==> config.mk <==
export PLATFORM = sky130hd
export DESIGN_NAME = rice_sample_serializer
export DESIGN_NICKNAME = d
export VERILOG_FILES = /design/src/rtl/rice_sample_serializer.sv
export SDC_FILE = /design/constraint.sdc
export NUM_CORES = 2
export LEC_CHECK = 0
export CORE_MARGIN = 2
export CORE_UTILIZATION = 44
export CTS_CLUSTER_DIAMETER = 150
export DETAILED_ROUTE_END_ITERATION = 7
export PLACE_DENSITY = 0.75
export SLEW_MARGIN = 20
export SYNTH_ARGS = -nofsm -noshare
export SYNTH_HDL_FRONTEND = slang
export SYNTH_SLANG_ARGS = --single-unit
==> constraint.sdc <==
create_clock -name clk -period 2.9 [get_ports clk]
set_clock_uncertainty 0.05 [all_clocks]
set_input_delay 0.725 -clock clk [delete_from_list [all_inputs] [get_ports clk]]
set_output_delay 0.725 -clock clk [all_outputs]
set_load 0.01 [all_outputs]
==> src/rtl/rice_sample_serializer.sv <==
// Streams reconstructed J-sample blocks out one sample per cycle over valid/ready,
// with an active + pending block buffer for bubble-free back-to-back blocks.
module rice_sample_serializer #(
  parameter int SAMPLE_W = 10,
  parameter int J_MAX    = 32,
  parameter int CNT_W    = 16
) (
  input  logic                      clk,
  input  logic                      reset,
  input  logic [5:0]                j,
  input  logic [SAMPLE_W*J_MAX-1:0] blk_data,
  input  logic                      blk_valid,
  output logic                      blk_ready,
  output logic [SAMPLE_W-1:0]       smp_data,
  output logic                      smp_valid,
  output logic                      smp_last,
  input  logic                      smp_ready,
  output logic [SAMPLE_W-1:0]       xref_out,
  output logic [CNT_W-1:0]          blk_count,
  output logic                      overrun,
  output logic                      err_j
);

  localparam int BLK_W = SAMPLE_W * J_MAX;
  localparam int IDX_W = (J_MAX > 1) ? $clog2(J_MAX) : 1;
  localparam int LEN_W = $clog2(J_MAX + 1);
  localparam logic [5:0]       J_MAX_J   = 6'(J_MAX);
  localparam logic [LEN_W-1:0] LEN_MAX   = LEN_W'(J_MAX);

  typedef enum logic [1:0] {
    EMPTY,
    STREAM,
    STREAM_PEND
  } state_t;

  state_t state_q, state_d;

  logic [BLK_W-1:0]    act_data_q;
  logic [LEN_W-1:0]    act_len_q;
  logic [IDX_W-1:0]    idx_q;
  logic [BLK_W-1:0]    pend_data_q;
  logic [LEN_W-1:0]    pend_len_q;
  logic [SAMPLE_W-1:0] xref_q;
  logic [CNT_W-1:0]    cnt_q;
  logic                overrun_q;
  logic                err_j_q;

  logic                j_bad;
  logic [LEN_W-1:0]    len_in;
  logic                accept;
  logic                xfer;
  logic                done;
  logic                ld_act_in;
  logic                ld_act_pend;
  logic                ld_pend;

  // Out-of-range lengths are clamped to a full block and flagged.
  assign j_bad  = (j == 6'd0) || (j > J_MAX_J);
  assign len_in = j_bad ? LEN_MAX : LEN_W'(j);

  assign accept = blk_valid & blk_ready;
  assign xfer   = smp_valid & smp_ready;
  assign done   = xfer & smp_last;

  always_ff @(posedge clk) begin
    if (reset) begin
      state_q <= EMPTY;
    end else begin
      state_q <= state_d;
    end
  end

  always_comb begin
    state_d     = state_q;
    ld_act_in   = 1'b0;
    ld_act_pend = 1'b0;
    ld_pend     = 1'b0;
    unique case (state_q)
      EMPTY: begin
        if (accept) begin
          state_d   = STREAM;
          ld_act_in = 1'b1;
        end
      end
      STREAM: begin
        // A block finishing on the same edge as an accept frees active directly.
        if (done) begin
          if (accept) begin
            ld_act_in = 1'b1;
          end else begin
            state_d = EMPTY;
          end
        end else if (accept) begin
          state_d = STREAM_PEND;
          ld_pend = 1'b1;
        end
      end
      STREAM_PEND: begin
        if (done) begin
          state_d     = STREAM;
          ld_act_pend = 1'b1;
        end
      end
      default: state_d = EMPTY;
    endcase
  end

  always_comb begin
    blk_ready = (state_q != STREAM_PEND);
    smp_valid = (state_q != EMPTY);
    smp_data  = smp_valid ? act_data_q[SAMPLE_W*idx_q +: SAMPLE_W] : '0;
    smp_last  = smp_valid && (LEN_W'(idx_q) == (act_len_q - LEN_W'(1)));
  end

  always_ff @(posedge clk) begin
    if (reset) begin
      act_data_q  <= '0;
      act_len_q   <= '0;
      idx_q       <= '0;
      pend_data_q <= '0;
      pend_len_q  <= '0;
      xref_q      <= '0;
      cnt_q       <= '0;
      overrun_q   <= 1'b0;
      err_j_q     <= 1'b0;
    end else begin
      if (ld_act_in) begin
        act_data_q <= blk_data;
        act_len_q  <= len_in;
        idx_q      <= '0;
      end else if (ld_act_pend) begin
        act_data_q <= pend_data_q;
        act_len_q  <= pend_len_q;
        idx_q      <= '0;
      end else if (xfer) begin
        idx_q <= idx_q + IDX_W'(1);
      end
      if (ld_pend) begin
        pend_data_q <= blk_data;
        pend_len_q  <= len_in;
      end
      if (xfer) begin
        xref_q <= smp_data;
      end
      if (done) begin
        cnt_q <= cnt_q + CNT_W'(1);
      end
      if (blk_valid && !blk_ready) begin
        overrun_q <= 1'b1;
      end
      if (accept && j_bad) begin
        err_j_q <= 1'b1;
      end
    end
  end

  assign xref_out  = xref_q;
  assign blk_count = cnt_q;
  assign overrun   = overrun_q;
  assign err_j     = err_j_q;

endmodule
==> impl_metrics.tcl <==
set metrics [dict create \
    io-pin-count 371 \
    synth.avg_cell_area_um2 9.171 \
    vias_per_cell 6.274 \
    path_class "flip-flop to output port" \
    htree_levels 3 \
    cts.clk_slew.worst_paths_ps 60 \
    cpMaxStageDelayCell "mux4_2" \
    synthTopCellsByArea "dfxtp_1 46%, mux2i_1 12%, a221oi_1 9.5%, nand2_1 8.2%, mux4_2 6.0%" \
    final_layout_size_suffix_gt1_share_pct 17.51 \
    drt_iter0_drc 3880 \
    ant_nets 0 \
    yosysWarnings 0 \
    cp_slowest_stage_delay_ps 510 \
    grt_max_degree 111 \
    initial_utilization_pct 44.66 \
    synth-seq-area-share_pct 45.61 \
    critPathMaxFanout 8 \
    critPathCaptureType "output port" \
    die_h_um 265.8 \
    gr-total-overflow 0 \
    synthToLayoutAreaGrowth_pct 35.69 \
    layout.nets 3991 \
    grt_pass1_vias 26670 \
    via_count 28800 \
    cp_cell_sequence "buf_12, buf_6, mux4_2, mux2_2, o22ai_2, buf_6, a221o_1, nor2_2, buf_2" \
    mostFrequentLayoutCells "683 x dfxtp_1, 661 x nand2_1, 359 x nor2_1, 358 x clkdlybuf4s50_1, 337 x a21oi_1" \
    grt_util_all_layers_pct 30.92 \
    worstSkewPairLatency_ps 650 \
    grt_pass1_wl_mm 166.6 \
    min_period_ps 3746 \
    ctsHoldBuffers 0 \
    ir_drop_uv 386.7 \
    gp_congestion 0.9566 \
    place_area_mm2 0.03549 \
    synthCells 3288 \
    fmax_mhz 266.9 \
    crit_cells 9 \
    reg2reg_slack_ps -270 \
    status "finished with violations" \
    worstHoldPathType "input port to flip-flop" \
    port_buffers 370 \
    synth_nets 3621 \
    numCtsBuffers 74 \
    dieArea_mm2 0.07064 \
    hpwl_mm 72.48 \
    drt_pass1_iterations 8 \
    leakage_uw 0.01659 \
    drcViolationCount 0 \
    synthDominantCellAreaShare_pct 45.61 \
    cp_top_family "multiplexers" \
    crit_buf_inv 4 \
    worstSetupEndpoint "smp_data[6]" \
    syn_area_mm2 0.03015 \
    rsz0062_at_grt "true" \
    core-area_mm2 0.06751 \
    power_density_mw_per_mm2 593.3 \
    die_w_um 265.8 \
    synth.distinct_cells 45 \
    ys_async_sr_fraction_pct 0 \
    synth-edff-count 0 \
    cap_violations 0 \
    slew_headroom_pct 41.85 \
    setup_viol 336 \
    ys_seq_elements 687 \
    worstPathArrival_ps 2970 \
    ys.flop_type "dfxtp_1" \
    fin_tns_setup_ps -42980 \
    violations "negative setup slack" \
    final_area_mm2 0.04091 \
    clock-sinks 687 \
    placementRows 95 \
    worstPathRequired_ps 2120 \
    tightest_slew_ps 870.5 \
    startpoint "idx_q[1]" \
    drv_slew 0 \
    setup_slack_ps -846.3 \
    root_buffer "clkbuf_16" \
    rr_worst_depth 11 \
    clk_path_buf_depth 3 \
    timing.critical_path.mode_cell "buf_6" \
    finalHoldViolations 0 \
    antenna_found_initial 7 \
    layout_commonest_cell "dfxtp_1" \
    r2r-end "act_data_q[148]" \
    min_period_over_period_pct 129.2 \
    cts_tree "done" \
    avgRoutedWirePerCell_um 25.77 \
    rr_startpoint "idx_q[2]" \
    startpoint_type "flip-flop" \
    drt-total-wl_mm 118.3 \
    yosysTopAreaCell "dfxtp_1" \
]
==> worst reg2reg max path, cell delays in order (launching register included) <==
cell and delay (ps):
dfxtp_4 350, buf_8 130, buf_8 140, buf_8 150, or3_4 390, a31o_4 240
or4_4 570, buf_12 180, buf_12 160, buf_16 150, mux2i_4 190, a221oi_2 360
==> Yosys cell counts, drive strengths merged (4+ instances only) <==
master,count
a21oi,339
mux4,80
mux2i,347
nor2,363
o22ai,10
o21ai,14
a31oi,4
dfxtp,687
a211oi,11
clkbuf,195
nor2b,10
nand2,662
mux2,20
or3,14
a221oi,326
inv,9
or4,6
xnor2,7
xor2,5
buf,132
nand4,8
nand3,5
a221o,10
==> through the flow <==
| step | total power [uW] | utilization, % | worst slack [ps] | cells | hold WS, ps |
|---|---|---|---|---|---|
| finish | 24280 | 60.60 | -846.3 | 4591 | 361.6 |
| global route | 24910 | 60.60 | -875.2 | 4590 | 353.9 |
| CTS | 23700 | 59.42 | -749.1 | 4580 | 345.8 |
| detailed placement | 14090 | 52.56 | -460.4 | 4360 | 395.6 |
| global placement | 14050 | 52.56 | -460.8 | 4360 | 391.5 |
| floorplan | 12410 | - | 7.084 | 3288 | 385.7 |
==> kinds of logic after synthesis <==
| logic type | after synthesis | synth area share (%) |
|---|---|---|
| AO/OA/AOI/OAI | 723 | 16.54 |
| XOR/XNOR | 12 | 0.3486 |
| adder cells (fa/ha/maj) | 3 | 0.1245 |
| buffers and inverters | 336 | 5.116 |
| flip-flops | 687 | 45.61 |
| multiplexers | 447 | 18.24 |
| AND/OR/NAND/NOR | 1080 | 14.01 |
==> power breakdown <==
| group | switching, uW | internal [uW] |
|---|---|---|
| Combinational | 1980 | 1750 |
| Clock | 4140 | 5580 |
| Sequential | 712 | 10100 |
==> worst min path at each step <==
stage	slack, ps	start	end	cells past startpoint
after floorplan	390	pend_data_q[0]	pend_data_q[0]	2
after global placement	390	pend_data_q[266]	pend_data_q[266]	2
after detailed placement	400	pend_data_q[121]	pend_data_q[121]	2
after CTS	350	reset	overrun	2
after global routing	350	reset	blk_count[3]	2
final	360	reset	blk_count[3]	2
==> what timing repair did <==
item / CTS / global route
pin swaps: 322 / 63
gates resized for setup: 184 / 195
gates cloned: 38 / 14
endpoints found under the setup margin: 343 / 657
setup buffers: 53 / 27
==> metal layers <==
layer	vias to the layer above	part of all wire [%]	track usage, %
li1	12590	-	-
met1	13720	35	36.81
met2	1968	46	49.92
met3	517	11	7.597
met4	6	7.8	19.89
met5	-	0.030	0
==> flip-flops by register name, summed over array words and instances (netlist names) <==
name and count:
act_data_q 320, pend_data_q 320, idx_q 5, pend_len_q 6, act_len_q 6, blk_count 16, err_j 1, xref_out 10
state_q 2, overrun 1
==> layout make-up <==
type	instances	area, um^2
tap	873	1092
multi-input combinational	2266	15910
sequential	687	13760
fill	5256	26600
timing repair buffer	620	7615
inverter	9	33.78
antenna	5	12.51
clock inverter	30	381.6
clock buffer	101	2103
Power figures use the tool's default switching activity.
